**src/rtl/clock_seq_gen.sv**
```systemverilog
// clock_seq_gen: reset/hold/run/done sequencer driving NUM_CH divided clock-enable channels
module clock_seq_gen #(
    parameter int NUM_CH   = 4,
    parameter int DIV_W    = 4,
    parameter int RST_HOLD = 2,
    parameter int CNT_W    = 16
) (
    input  logic                    clock,
    input  logic                    reset,
    input  logic [NUM_CH*DIV_W-1:0] div_cfg,
    input  logic [NUM_CH*DIV_W-1:0] phase_cfg,
    input  logic                    cfg_load,
    input  logic [CNT_W-1:0]        run_limit,
    output logic [NUM_CH-1:0]       ch_en,
    output logic [NUM_CH-1:0]       ch_clk,
    output logic                    core_rst,
    output logic                    running,
    output logic                    done,
    output logic [CNT_W-1:0]        cycle_count
);
    typedef enum logic [1:0] {RST, HOLD, RUN, DONE} state_t;
    localparam int HW = $clog2(RST_HOLD + 1);
    localparam logic [HW-1:0] HOLD_LAST = HW'(RST_HOLD - 1);

    state_t state, state_n;
    logic [HW-1:0] hold_cnt;
    logic [CNT_W-1:0] limit, count_n;
    logic [NUM_CH-1:0][DIV_W-1:0] sh_div, sh_ph, act_div, act_ph, cnt;
    logic [NUM_CH-1:0][DIV_W-1:0] div_n, ph_n, cnt_n;
    logic [NUM_CH-1:0] wrap, en_n;

    always_comb begin
        count_n = cycle_count + 1'b1;
        state_n = state == RST  ? HOLD
                : state == HOLD ? (hold_cnt == HOLD_LAST ? RUN : HOLD)
                : state == RUN  ? ((limit != '0 && count_n == limit) ? DONE : RUN)
                : DONE;
        wrap = '0;
        cnt_n = '0;
        div_n = '0;
        ph_n = '0;
        en_n = '0;
        for (int i = 0; i < NUM_CH; i++) begin
            wrap[i] = state == RUN && cnt[i] == act_div[i];
            cnt_n[i] = (state == RUN && state_n == RUN && !wrap[i]) ? cnt[i] + 1'b1 : '0;
            div_n[i] = (state inside {RST, HOLD} || wrap[i]) ? sh_div[i] : act_div[i];
            ph_n[i] = (state inside {RST, HOLD} || wrap[i]) ? sh_ph[i] : act_ph[i];
            en_n[i] = state_n == RUN && cnt_n[i] == (ph_n[i] < div_n[i] ? ph_n[i] : div_n[i]);
        end
    end

    always_ff @(posedge clock) begin
        if (!reset) begin
            state <= RST;
            hold_cnt <= '0;
            limit <= '0;
            sh_div <= '0;
            sh_ph <= '0;
            act_div <= '0;
            act_ph <= '0;
            cnt <= '0;
            ch_en <= '0;
            ch_clk <= '0;
            core_rst <= 1'b1;
            running <= 1'b0;
            done <= 1'b0;
            cycle_count <= '0;
        end else begin
            state <= state_n;
            hold_cnt <= state == HOLD ? hold_cnt + 1'b1 : '0;
            if (state == HOLD) limit <= run_limit;
            if (cfg_load) begin
                sh_div <= div_cfg;
                sh_ph <= phase_cfg;
            end
            act_div <= div_n;
            act_ph <= ph_n;
            cnt <= cnt_n;
            ch_en <= en_n;
            ch_clk <= ch_clk ^ ch_en;
            core_rst <= state_n inside {RST, HOLD};
            running <= state_n == RUN;
            done <= state_n == DONE;
            if (state == RUN) cycle_count <= count_n;
        end
    end
endmodule

```
**config.mk**
```make
export PLATFORM = sky130hd
export DESIGN_NAME = clock_seq_gen
export DESIGN_NICKNAME = d
export VERILOG_FILES = /design/src/rtl/clock_seq_gen.sv
export SDC_FILE = /design/constraint.sdc
export NUM_CORES = 1
export LEC_CHECK = 0
export CAP_MARGIN = 20
export CORE_ASPECT_RATIO = 2
export CORE_MARGIN = 2
export CORE_UTILIZATION = 35
export CTS_BUF_LIST = sky130_fd_sc_hd__clkbuf_16
export CTS_CLUSTER_DIAMETER = 100
export CTS_CLUSTER_SIZE = 24
export DETAILED_ROUTE_END_ITERATION = 8
export GPL_TIMING_DRIVEN = 0
export PLACE_DENSITY = 0.59
export SYNTH_ARGS = -nofsm -noshare
export SYNTH_HDL_FRONTEND = slang
export SYNTH_SLANG_ARGS = --single-unit
```
**constraint.sdc**
```tcl
create_clock -name clock -period 6.65 [get_ports clock]
set_input_delay 1.995 -clock clock [delete_from_list [all_inputs] [get_ports clock]]
set_output_delay 1.995 -clock clock [all_outputs]
set_load 0.02 [all_outputs]
```
# == Word-level counts from Yosys, hierarchy flattened ==
# Cells that the tools add are included.
# totals
ff_bits,127
input_bits,51
word_cells,104
output_inout_bits,27
# classes
n_mux,21
reduce_logical,28
n_addsub,6
n_eq_ne,15
order_cmp,4
bitwise,1
# ops
op,n
$mux W4,16
$eq A4 B4 Y1,8
$add A16 B1 Y16 const B,1
$add A4 B1 Y4 const B,4
$eq A16 B16 Y1,1
$lt A4 B4 Y1,4
$reduce_bool A16 Y1,1
$logic_and A1 B1 Y1,14
$eq A2 B1 Y1 const B,3
$eq A2 B2 Y1 const B,3
$mux W2,3
$logic_not A1 Y1,4
$logic_not A2 Y1,2
$logic_or A1 B1 Y1,4
$reduce_bool A2 Y1,2
$xor A4 B4 Y4,1
$add A2 B1 Y2 const B,1
$mux W1,2
$reduce_and A2 Y1,1

# == Depth between registers and ports, before layout ==
# Gate-level depths: netlist of run 1.
# logic_depth
ltp_word,13
mapped_depth,15

# == Least setup slack after synthesis of run 1 ==
# Ideal clock, no wire load.
# synth_path
kind,register to register
start,register cnt[8] in the netlist's numbering
end,register ch_en[2]
stages_incl_launch_ff,15
t_arrival_ps,3705
synth_period_minus_slack_ps,3765
t_required_ps,6590
slack_ps,2885
path_cell_list,dfxtp_1 -> xnor2_1 -> nand4_1 -> o21ai_1 -> buf_2 -> mux2_2 -> ha_1 -> or3_1 -> a31o_2 -> o311a_1 -> a41o_1 -> mux2i_1 -> mux2_2 -> a2111oi_0 -> o2111a_1
# synth_rtl
element,line_no,source
from (decl),28,"logic [NUM_CH-1:0][DIV_W-1:0] sh_div, sh_ph, act_div, act_ph, cnt;"
from (signal assigned),78,cnt <= cnt_n;
to (signal assigned),79,ch_en <= en_n;
to (decl),14,"output logic [NUM_CH-1:0] ch_en,"

==> results.yml, run 1 <==
final_layout:
  synthToLayoutAreaGrowth_pct: 24.0
  multiInputGateArea_um2: 3950
  drive_above_1_share: 0.0833
  fin_cells: 1088
  final_util: 0.437
  stdcell_area_um2: 8390
  final_cell_mix: "127 x dfxtp_1, 76 x clkdlybuf4s50_1, 68 x mux2i_1"
  finalNetCount: 886
  seqCellArea_um2: 2540
  layout_commonest_cell: "dfxtp_1"
  fillerInstances: 1926
clock_tree:
  clockBufferDepth: 2
  cts_buffers: 17
  cts_hold_buf: 0
  cts_tree: "built"
  cts_num_sinks: 127
  cts_root_buffer: "clkbuf_16"
  cts_resized: 0
  worst_skew_pair.late_latency_ns: 0.42
  cts_setup_buffers: 0
  htreeDepth: 4
  path_clk_slew_ns: 0.06
route:
  first_pass_iters: 4
  dr_total_vias: 5448
  drc: 0
  detail-route-antenna-nets: 0
  routedWlPerCell_um: 17.0
  wirelength_um: 18500
  via_per_inst: 5.01
  drtIter0Drc: 196
pwr:
  power_mw: 1.98
  p_per_area_nw_per_um2: 236
  ir_drop_mv: 0.0985
  p_leak_nw: 3.30
timing:
  hold_ws_ns: 0.426
  worstMarginPinSlew_ns: 1.06
  finalMaxSlewViolations: 0
  finalCritPeriodShare: 0.672
  relSlewSlack: 0.294
  finalCriticalPeriod_ns: 4.47
  grt_setup_unrepaired: "no"
  hold_viol_final: 0
  clock_skew_ns: 0.00989
  setup_ws_ns: 2.18
  fmax_mhz: 224
  finalSetupViolCount: 0
  setup_tns_ns: 0
worst_setup_path:
  reg2reg_slack_ns: 2.18
  crit_path_end_kind: "flip-flop"
  cp.required_ns: 7.00
  crit_fanout: 10
  start_kind: "flip-flop"
  criticalPathCategory: "flip-flop to flip-flop"
  cp.arrival_ns: 4.82
placed_design:
  dp.cells: 1057
  gp_congestion: 0.847
  dpl.hpwl_um: 14000
  place_area_um2: 7850
  dp_slack_ns: 2.24
  io_buffers: 76
global_route:
  grt_overflow: 0
  grt_max_degree: 17
  grt_pass1_vias: 5520
  track_usage: 0.187
  antenna_found_initial: 0
  grt_pass1_wl_um: 29000
synth:
  synth_area_leader_cell: "dfxtp_1"
  synth_edf_count: 0
  ys_types: 76
  synth_area_per_cell_um2: 9.37
  ys_ff_latch: 127
  yosys_warnings: 0
  synth_top_area_frac: 0.376
  ys_top_cells_by_area: "dfxtp_1 38%, mux2i_1 10%, xnor2_1 6.5%"
  synthArstFlopShare: 0
  yosysSeqAreaShare: 0.376
  syn-num-nets: 791
  synth_area_um2: 6770
  ys.flop_type: "dfxtp_1"
  netlist_instances: 722
floorplan:
  rows: 72
  core_area_um2: 19200
  fp.dieW_um: 102
  initial_core_util: 0.353
  die-area_um2: 20500
  die_h_um: 201
  io_pins: 78
min_path:
  min_path_type: "flip-flop to flip-flop"
outcome:
  outcome: "complete, no violations"
flow_run:
  maxCapViolations: 0
layout make-up:
| type | instances | share of cell area |
|---|---|---|
| plain buffers | 36 | 0.0219 |
| flip-flops and latches | 127 | 0.303 |
| diodes | 1 | 0.000298 |
| well taps | 259 | 0.0386 |
| clock buffers | 17 | 0.0507 |
| multi-input cells | 536 | 0.471 |
| inverters | 23 | 0.0103 |
| clock inverters | 13 | 0.0130 |
| repair buffers | 76 | 0.0907 |
power breakdown:
| group | total, mW | leakage [nW] | internal, mW | switching (mW) |
|---|---|---|---|---|
| sequential | 0.821 | 1.04 | 0.793 | 0.0272 |
| clock | 0.864 | 0.272 | 0.534 | 0.331 |
| combinational | 0.297 | 1.99 | 0.145 | 0.152 |
| total | 1.98 | 3.30 | 1.47 | 0.510 |
final timing paths:
path | from | to | cells after the start
setup / recovery | cnt[8] | ch_en[2] | 15
hold / removal | hold_cnt[0] | hold_cnt[0] | 1
setup reg to reg | cnt[8] | ch_en[2] | 15
hold reg to reg | hold_cnt[0] | hold_cnt[0] | 1
cell usage after synthesis (all sizes together) (13+ instances only):
master  instances
xnor2          50
xor2           14
dfxtp         127
nor2b          60
mux2i          68
ha             18
and2           28
clkbuf         24
nand2          64
o21ai          18
nor2           27
nand3          20
mux2           15
inv            23
a21boi         20
nand4          13
flip-flops by register name, indices dropped and copies added (netlist names):
register	flops
core_rst	1
act_div	16
running	1
ch_en	4
act_ph	16
hold_cnt	2
limit	16
ch_clk	4
state	2
cnt	16
cycle_count	16
sh_div	16
done	1
sh_ph	16
cells by family after synthesis:
family,after synthesis,share of synthesized area
AOI/OAI and AO/OA,97,0.105
xor gates and xnor gates,64,0.0829
adders and majority gates,18,0.0333
buffers and inverters,59,0.0399
DFF,127,0.376
muxes,87,0.140
and+or+nand+nor,270,0.223
per-layer routing:
metal,part of all wire,GRT usage,vias to the layer above
li1,-,-,2734
met1,0.37,0.187,2586
met2,0.58,0.360,104
met3,0.025,0.0240,24
met4,0.028,0.0914,0
met5,0,0,-
critical path, cell delays in order (launching register included):
cell and delay [ns]:
dfxtp_1 0.45, xnor2_1 0.17, nand4_1 0.14, o21ai_1 0.36
buf_2 0.35, mux2i_1 0.33, inv_1 0.09, ha_1 0.22
or3_1 0.40, a31o_2 0.24, o311a_1 0.15, a41o_1 0.29
mux2i_1 0.14, mux2_2 0.27, a2111oi_0 0.55, o2111a_1 0.25
(Power assumes the default switching activity.)
==> inputs of run 2 (changes only) <==
Clock period 6.65 ns to 4.3 ns, I/O delays scaled along.
==> run 2 against run 1 <==
Sequential power grew 55%. Core utilization grew 0.41 points. Largest cell class unchanged. Clock power grew 55%. Non-clock buffer count grew 7. Register-to-register slack lost 2.0 ns. Clock skew shrank 0.0012 ns. Critical endpoint unchanged. Die area is the same.
==> results.yml, run 2 (synthesis gave the netlist of run 1 again) <==
worst_setup_path:
  crit_path_end_kind: "flip-flop"
  crit_fanout: 10
  cp.required_ns: 4.66
  criticalPathCategory: "flip-flop to flip-flop"
  start_kind: "flip-flop"
  cp.arrival_ns: 4.45
final_layout:
  finalNetCount: 893
  layout_commonest_cell: "dfxtp_1"
  fillerInstances: 1921
  final_cell_mix: "127 x dfxtp_1, 76 x clkdlybuf4s50_1, 67 x mux2i_1"
  antenna_cells: 0
  drive_above_1_share: 0.0970
  synthToLayoutAreaGrowth_pct: 25.1
timing:
  grt_setup_unrepaired: "no"
  relSlewSlack: 0.282
  setup_tns_ns: 0
  hold_viol_final: 0
  clock_skew_ns: 0.00874
  finalMaxSlewViolations: 0
  finalCriticalPeriod_ns: 4.09
  fmax_mhz: 244
  finalSetupViolCount: 0
  finalCritPeriodShare: 0.951
  worstMarginPinSlew_ns: 1.08
  setup_ws_ns: 0.209
global_route:
  track_usage: 0.187
  grt_overflow: 0
  grt_max_degree: 17
  antenna_found_initial: 0
  grt_pass1_vias: 5535
  grt_pass1_wl_um: 29000
route:
  drc: 0
  drtIter0Drc: 163
  routedWlPerCell_um: 17.0
  detail-route-antenna-nets: 0
  dr_total_vias: 5498
  via_per_inst: 5.03
  first_pass_iters: 4
  wirelength_um: 18600
min_path:
  min_path_type: "flip-flop to flip-flop"
floorplan:
  initial_core_util: 0.353
  rows: 72
  die-area_um2: 20500
  die_h_um: 201
  core_area_um2: 19200
  io_pins: 78
  fp.dieW_um: 102
pwr:
  p_leak_nw: 3.33
  p_clk_frac: 0.435
  intPower_mw: 2.28
  p_sw_frac: 0.259
  power_frac_comb: 0.154
  ir_drop_mv: 0.156
  seqPwrFrac: 0.412
  p_sw_mw: 0.798
  p_per_area_nw_per_um2: 364
clock_tree:
  cts_buffers: 17
  htreeDepth: 4
  clockBufferDepth: 2
  cts_num_sinks: 127
  cts_root_buffer: "clkbuf_16"
  path_clk_slew_ns: 0.06
  worst_skew_pair.late_latency_ns: 0.43
  cts_tree: "built"
placed_design:
  io_buffers: 76
  dpl.hpwl_um: 14000
  gp_congestion: 0.847
  dp_slack_ns: -0.108
outcome:
  outcome: "complete, no violations"
flow_run:
  maxCapViolations: 0
run 2: power by group through the flow:
stage	clock network [mW]	logic (mW)	registers, mW
3_5_place_dp	0	0.459	1.29
4_1_cts	1.37	0.466	1.27
2_1_floorplan	0	0.307	1.28
3_3_place_gp	0	0.458	1.29
5_1_grt	1.41	0.518	1.28
6_report	1.34	0.474	1.27
run 2: final timing paths:
kind                             startpoint     endpoint  slack (ns)  cells after the start
worst max-delay path                 cnt[8]     ch_en[2]        0.21                     14
worst min-delay path            hold_cnt[0]  hold_cnt[0]        0.43                      1
worst max register to register       cnt[8]     ch_en[2]        0.21                     14
worst min register to register  hold_cnt[0]  hold_cnt[0]        0.43                      1
run 2: area by class of cell:
type | instances | area [um^2] | area share
Tap cell | 259 | 324 | 0.0383
Multi-Input combinational cell | 536 | 3980 | 0.470
Timing Repair Buffer | 83 | 813 | 0.0961
Inverter | 23 | 86.3 | 0.0102
Clock buffer | 17 | 425 | 0.0503
Buffer | 36 | 188 | 0.0222
Sequential cell | 127 | 2540 | 0.300
Clock inverter | 13 | 109 | 0.0129
run 2: layer usage:
metal / GRT usage / up-vias / wire length (um)
li1: - / 2740 / -
met1: 0.187 / 2604 / 6860
met5: 0 / - / 0
met3: 0.0240 / 39 / 518
met2: 0.360 / 115 / 10500
met4: 0.0929 / 0 / 701
run 2: worst max-delay path, cell delays in order, from the launching register on:
cell and delay (ns):
dfxtp_1 0.44, xnor2_1 0.17, nand4_1 0.16, o21ai_2 0.27
buf_4 0.25, mux2_2 0.36, ha_1 0.19, or3_1 0.42
a31o_2 0.24, o311a_1 0.15, a41o_1 0.29, mux2i_1 0.14
mux2_2 0.30, a2111oi_2 0.42, o2111a_1 0.23
run 2: what timing repair did:
action                                  CTS  global route
endpoints found under the setup margin    2             2
pin swaps                                 1             2
buffers inserted                          2             5
hold buffers                              0             0
resized for setup                         4             5
run 2: through the flow:
step           power (mW)   util  instances  hold WS [ns]  instance area (um^2)
2_1_floorplan        1.59      -        722         0.398                  6770
3_3_place_gp         1.75  0.409       1057         0.408                  7850
3_5_place_dp         1.75  0.409       1057         0.425                  7850
4_1_cts              3.10  0.438       1089         0.433                  8410
5_1_grt              3.20  0.441       1094         0.460                  8470
6_report             3.08  0.441       1094         0.435                  8470
